$ cat src/rtl/uart_rx.sv
// uart_rx: 8N1 LSB-first UART receiver with mid-bit sampling and framing-error strobe
module uart_rx #(
  parameter int CLK_PER_BIT = 10416
) (
  input  logic       clk,
  input  logic       rst,
  input  logic       rx,
  output logic [7:0] rx_data,
  output logic       rx_valid,
  output logic       rx_busy,
  output logic       rx_frame_err
);
  localparam int CW = $clog2(CLK_PER_BIT);
  localparam logic [CW-1:0] HALF_M1 = CW'(CLK_PER_BIT / 2 - 1);
  localparam logic [CW-1:0] LAST = CW'(CLK_PER_BIT - 1);
  localparam logic [1:0] IDLE  = 2'd0;
  localparam logic [1:0] START = 2'd1;
  localparam logic [1:0] DATA  = 2'd2;
  localparam logic [1:0] STOP  = 2'd3;
  logic [1:0] state_q, state_d;
  logic [CW-1:0] cnt_q, cnt_d;
  logic [2:0] bit_idx_q, bit_idx_d;
  logic [7:0] shift_q, shift_d;
  logic [7:0] data_q, data_d;
  logic valid_q, valid_d;
  logic ferr_q, ferr_d;
  logic sync1_q, sync2_q, prev_q;
  logic rx_s;
  assign rx_s = sync2_q;
  assign rx_data = data_q;
  assign rx_valid = valid_q;
  assign rx_frame_err = ferr_q;
  assign rx_busy = state_q != IDLE;
  // Two-flop synchroniser plus one delayed copy for falling-edge detection
  always_ff @(posedge clk or negedge rst) begin
    if (!rst) begin
      sync1_q <= 1'b1;
      sync2_q <= 1'b1;
      prev_q  <= 1'b1;
    end else begin
      sync1_q <= rx;
      sync2_q <= sync1_q;
      prev_q  <= sync2_q;
    end
  end
  // Frame FSM: qualify start at half bit, then sample every full bit period
  always_comb begin
    state_d = state_q;
    cnt_d = cnt_q + 1'b1;
    bit_idx_d = bit_idx_q;
    shift_d = shift_q;
    data_d = data_q;
    valid_d = 1'b0;
    ferr_d = 1'b0;
    case (state_q)
      IDLE: begin
        cnt_d = '0;
        state_d = (prev_q && !rx_s) ? START : IDLE;
      end
      START: if (cnt_q == HALF_M1) begin
        cnt_d = '0;
        bit_idx_d = '0;
        state_d = rx_s ? IDLE : DATA;
      end
      DATA: if (cnt_q == LAST) begin
        cnt_d = '0;
        shift_d = {rx_s, shift_q[7:1]};
        bit_idx_d = bit_idx_q + 3'd1;
        state_d = (bit_idx_q == 3'd7) ? STOP : DATA;
      end
      default: if (cnt_q == LAST) begin
        cnt_d = '0;
        state_d = IDLE;
        data_d = rx_s ? shift_q : data_q;
        valid_d = rx_s;
        ferr_d = !rx_s;
      end
    endcase
  end
  // State registers; reset abandons any frame in progress without a strobe
  always_ff @(posedge clk or negedge rst) begin
    if (!rst) begin
      state_q   <= IDLE;
      cnt_q     <= '0;
      bit_idx_q <= '0;
      shift_q   <= '0;
      data_q    <= '0;
      valid_q   <= 1'b0;
      ferr_q    <= 1'b0;
    end else begin
      state_q   <= state_d;
      cnt_q     <= cnt_d;
      bit_idx_q <= bit_idx_d;
      shift_q   <= shift_d;
      data_q    <= data_d;
      valid_q   <= valid_d;
      ferr_q    <= ferr_d;
    end
  end
endmodule

$ cat config.mk
export PLATFORM = sky130hd
export DESIGN_NAME = uart_rx
export DESIGN_NICKNAME = d
export VERILOG_FILES = /design/src/rtl/uart_rx.sv
export SDC_FILE = /design/constraint.sdc
export NUM_CORES = 1
export LEC_CHECK = 0
export ABC_CLOCK_PERIOD_IN_PS = 2400
export CORE_MARGIN = 2
export CORE_UTILIZATION = 50
export DETAILED_ROUTE_END_ITERATION = 7
export PLACE_DENSITY = 0.74
export RECOVER_POWER = 25
export SLEW_MARGIN = 25
export SYNTH_ARGS = -nofsm -noshare
export SYNTH_HDL_FRONTEND = slang
export SYNTH_SLANG_ARGS = --single-unit
$ cat constraint.sdc
create_clock -name clk -period 2.4 [get_ports clk]
set_clock_uncertainty 0.15 [all_clocks]
set_input_delay 0.36 -clock clk [delete_from_list [all_inputs] [get_ports clk]]
set_output_delay 0.36 -clock clk [all_outputs]
set_load 0.01 [all_outputs]
Yosys cells after proc, flatten, opt, wreduce, memory -nomap -nowiden. Index checks and enable logic that the tools add are counted.

Register bits after elaboration: 40. Bits of input ports: 3. Output and inout port bits: 11. Logic and storage cells: 48.

Add/sub/neg operators: 2. Equal/unequal tests: 7. Multiplexer cells: 17. Bitwise logic cells: 1. Reduce and logical (&&, ||, !) cells: 11.

Operators with widths (count): 14-bit 2-to-1 mux (2); 14-bit case mux with 2 select lines (1); 14-bit by 1-bit adder with 14-bit output, second input constant (1); 14-bit by 13-bit equality test with 1-bit output, second input constant (1); 14-bit equality test, second input constant (1); 3-bit AND reduction (3); 2-bit 2-to-1 mux (4); 1-bit 2-to-1 mux (6); 3-bit 2-to-1 mux (2); 2-bit case mux with 3 select lines (1); 3-bit case mux with 2 select lines (1); 2-bit != test, second input constant (2); 2-bit nonzero test (2); 3-bit by 1-bit adder with 3-bit output, second input constant (1); 3-bit equality test, second input constant (1); 3-bit nonzero test (1); 3-bit OR reduction (1); 2-bit by 1-bit equality test with 1-bit output, second input constant (1); 2-bit equality test, second input constant (1); 2-bit zero test (1); 2-bit AND reduction (1); 1-bit logical AND (1); 1-bit zero test (1); 1-bit NOT (1).

Depth between registers and ports, before layout.
Depth after elaboration: 4. Depth in mapped cells: 6. Depth with buffers taken out: 5.

Worst setup path before layout. OpenSTA, ideal clock, no wires.

Kind: register to register. From: reg cnt_q[0]. To: reg data_q[0], in the netlist rx_data[0]. Library setup time: 125 ps. Data arrival time: 1753 ps. Required time: 2125 ps. Slack: 372 ps. Cell stages (with the launch flop): 6. Path buffers: 0. Clock period less this slack: 2028 ps. Cell sequence: dfrtp_1 > ha_1 > and3_1 > nand4_2 > nor3_4 > mux2_2.

Longest elaborated chain between the ends: 2.

RTL lines: start, declared (line 21) `logic [CW-1:0] cnt_q, cnt_d;`; start signal, assigned (line 92) `cnt_q <= cnt_d;`; 14-bit equality test (line 71) `default: if (cnt_q == LAST) begin`; 3-bit AND reduction (no source line); end signal, assigned (line 95) `data_q <= data_d;`; end, declared (line 24) `logic [7:0] data_q, data_d;`.

No other way between the ends. A chain may end at the register's enable or synchronous reset.

Final worst setup path.
From: reg cnt_q[0]. To: reg data_q[1], in the netlist rx_data[1].

Same word-level chain as after synthesis.

==> flow_metrics.env <==
export IMPL_dieWidth_um=63.80
export IMPL_ir_worst_vdd_mv=0.3927
export IMPL_gp_congestion=0.8708
export IMPL_die_area_mm2=0.004070
export IMPL_grt_ovfl_total=0
export IMPL_cts_tree="done"
export IMPL_fillCellCount=268
export IMPL_slew_violations=0
export IMPL_layout_drive_gt1_share_pct=22.02
export IMPL_synth_xor_area_share_pct=5.878
export IMPL_yosys_top_cells_area="dfrtp_1 (52%), mux2_2 (10%), xnor2_1 (4.9%)"
export IMPL_finalCritPeriodShare_pct=89.26
export IMPL_final_net_count=174
export IMPL_hold_buffers=1
export IMPL_max_freq_mhz=466.8
export IMPL_power_density_mw_per_mm2=672.8
export IMPL_area_growth_pct=14.49
export IMPL_endpoint_kind="flop"
export IMPL_rsz0062_at_grt="no"
export IMPL_switching_share_pct=31.71
export IMPL_critPathMaxFanout=9
export IMPL_ant_nets=0
export IMPL_synth_compound_area_share_pct=3.849
export IMPL_synth_top_cell_by_area="dfrtp_1"
export IMPL_p_clk_share_pct=25.6
export IMPL_cp_start_kind="flop"
export IMPL_clkLatencyLatePin_ns=0.36
export IMPL_yosys_area_share_simple_pct=19.80
export IMPL_seq_area_frac_synth_pct=56.19
export IMPL_cts_root_buf="clkbuf_4"
export IMPL_syn_instance_count=147
export IMPL_register_area_mm2=0.001005
export IMPL_use_met1_pct=22.60
export IMPL_syn_num_nets=154
export IMPL_drt_iter0_markers=85
export IMPL_top_usage_layer="met2"
export IMPL_io_pins=14
export IMPL_synth_fa_ha_area_share_pct=2.799
export IMPL_clock_sinks=40
export IMPL_maxCapViolCount=0
export IMPL_cp_arrival_ns=2.24
export IMPL_critical_path_startpoint="cnt_q[0]"
export IMPL_slowest_delay_ns=0.43
export IMPL_netlist_area_mm2=0.001788
export IMPL_clockBufferDepth=2
export IMPL_cp_top_family="simple AND/OR/NAND/NOR gates"
export IMPL_r2r_start="cnt_q[0]"
export IMPL_portBuffers=13
export IMPL_synth_top_family_by_area="simple AND/OR/NAND/NOR gates"
export IMPL_wirelength_mm=3.019
export IMPL_wire_per_inst_um=14.11
export IMPL_num_antenna_cells=0
export IMPL_finalCriticalPeriod_ns=2.142
export IMPL_floorplan_initialDensity_pct=52.75
export IMPL_power_switching_mw=0.4366
export IMPL_met3_usage_pct=4.225
export IMPL_critPathBufInv=0
export IMPL_viasPerCell=5.463
export IMPL_dieHeight_um=63.80
export IMPL_yosys_mux_area_fraction_pct=10.08
export IMPL_grt_max_degree=41
export IMPL_grt_total_usage_pct=17.47
export IMPL_final_setup_viol_count=0
export IMPL_crit_chain="ha_1 -> and3_1 -> nand4_2 -> nor3_4 -> mux2_2"
export IMPL_clkSlewWorstSetupHoldPaths_ns=0.13
export IMPL_post_cts_resized=0
export IMPL_dp_final_hpwl_mm=2.142
export IMPL_htreeDepth=2
export IMPL_dr_pass1_iters=4
export IMPL_hold_path_class="reg -> reg"
export IMPL_p_comb_share_pct=13.6
export IMPL_grt_pass1_vias=1167
export IMPL_cp_slowest_cell="dfrtp_1"
export IMPL_vias=1169
export IMPL_synth_top_cell_area_share_pct=51.78
export IMPL_hp_start="sync1_q"
export IMPL_rows=21
export IMPL_grt_pass1_wl_mm=5.395
export IMPL_yosysUniqueCellTypes=35
export IMPL_cell_internal_pwr_mw=0.9405
export IMPL_hold_viol=0
export IMPL_postSynthAreaPerCell_um2=12.16
export IMPL_p_leak_nw=0.9264
export IMPL_multi_input_area_um2=758.2
export IMPL_post_cts_buffers=0
export IMPL_yosysWarnings=0
export IMPL_worstSetupPathType="reg -> reg"
export IMPL_antenna_found_initial=0
export IMPL_grt_use_met2_pct=27.34
export IMPL_seq_power_share_pct=60.8
export IMPL_synth_seq_cells=40
export IMPL_numCtsBuffers=5
export IMPL_fin_util_pct=60.39
export IMPL_worst_pin_slew_ns=0.9320
export IMPL_drc=0
export IMPL_core_mm2=0.003390
export IMPL_relSlewSlack_pct=37.87
export IMPL_setup_tns_ns=0
export IMPL_status="complete, no violations"
export IMPL_cp_required_ns=2.50
layer usage:
layer	vias up	share of wire [%]	wire length, µm
met4	0	2.4	72
met5	-	0	0
met3	7	4.0	122
li1	564	-	-
met1	576	47	1431
met2	22	46	1393
stage by stage:
| stage | cell area (µm²) | worst slack, ns | cells | power [mW] | hold WS (ns) |
|---|---|---|---|---|---|
| after global placement | 1976 | 0.3385 | 205 | 1.027 | 0.1954 |
| after global routing | 2047 | 0.07262 | 214 | 1.457 | 0.2250 |
| after floorplan | 1788 | 0.3722 | 147 | 0.9835 | -0.08559 |
| after CTS | 2047 | 0.2345 | 214 | 1.395 | 0.2165 |
| final | 2047 | 0.2579 | 214 | 1.377 | 0.2215 |
| after detailed placement | 1976 | 0.2333 | 205 | 1.036 | 0.1972 |
cell families (layout without fill, tap and decap cells):
family          count (synthesis)  in the layout
fa+ha+maj                       4              4
flops                          40             40
xor+xnor                       12             12
compound gates                 10             10
mux                            16             16
simple gates                   59             59
buf+inv                         6             27
state kept, by name, indices dropped and copies added (netlist names), 2 cells and up:
name and count:
state_q 2, cnt_q 14, shift_q 8, rx_data 8
bit_idx_q 3
cell type report:
| cell class | instances | area share (%) |
|---|---|---|
| well taps | 46 | 2.812 |
| inverters | 2 | 0.3667 |
| repair buffers | 17 | 7.702 |
| clock buffers | 5 | 1.834 |
| flip-flops and latches | 40 | 49.08 |
| clock inverters | 3 | 1.161 |
| multi-input cells | 101 | 37.04 |
power by group through the flow:
stage	Combinational [mW]	Clock [mW]	Sequential, mW
global route	0.220	0.385	0.853
floorplan	0.189	0	0.794
CTS	0.193	0.365	0.837
global placement	0.184	0	0.843
detailed placement	0.188	0	0.848
finish	0.188	0.352	0.837
cells in the mapped netlist:
cell	number
dfrtp_1	37
mux2_2	16
nor2_1	15
xnor2_1	10
nand2_1	8
nand3_1	6
nand4_1	5
ha_1	4
nor3_1	4
a21oi_1	3
and2_1	3
dfstp_2	3
nor4_1	3
a22o_1	2
and4b_1	2
buf_2	2
clkbuf_1	2
inv_1	2
nor2b_1	2
o21ai_0	2
xor2_1	2
a21boi_0	1
a41oi_1	1
and2b_2	1
and3_1	1
and4bb_2	1
nand2b_1	1
nand4_2	1
nor3_4	1
nor3b_1	1
nor4_4	1
nor4b_1	1
nor4bb_1	1
o22a_2	1
or2_2	1
cell usage in the layout (no fill, tap or decap), types with 3 or more instances in the layout:
master | synthesis | final
a21oi_1 | 3 | 3
and2_1 | 3 | 3
buf_4 | 0 | 3
clkbuf_4 | 0 | 5
clkdlybuf4s50_1 | 0 | 11
dfrtp_1 | 37 | 37
ha_1 | 4 | 4
mux2_2 | 16 | 16
nand2_1 | 8 | 8
nand3_1 | 6 | 6
nand4_1 | 5 | 5
nor2_1 | 15 | 15
nor3_1 | 4 | 4
nor4_1 | 3 | 3
xnor2_1 | 10 | 10
worst register-to-register path, delay by kind of cell (launching register included):
family,cells,cell delay (ns)
DFF,1,0.43
muxes,1,0.39
and+or+nand+nor,3,0.86
adders and majority gates,1,0.22
worst paths after layout:
path,end,slack (ns),cells past startpoint
worst max-delay path,rx_data[1],0.26,5
worst min-delay path,rx_s,0.22,0
worst max register to register,rx_data[1],0.26,5
worst min register to register,rx_s,0.22,0
max in group asynchronous,shift_q[3],1.02,2
min in group asynchronous,cnt_q[10],0.51,2
No activity file was read; power rests on OpenSTA's default activity.
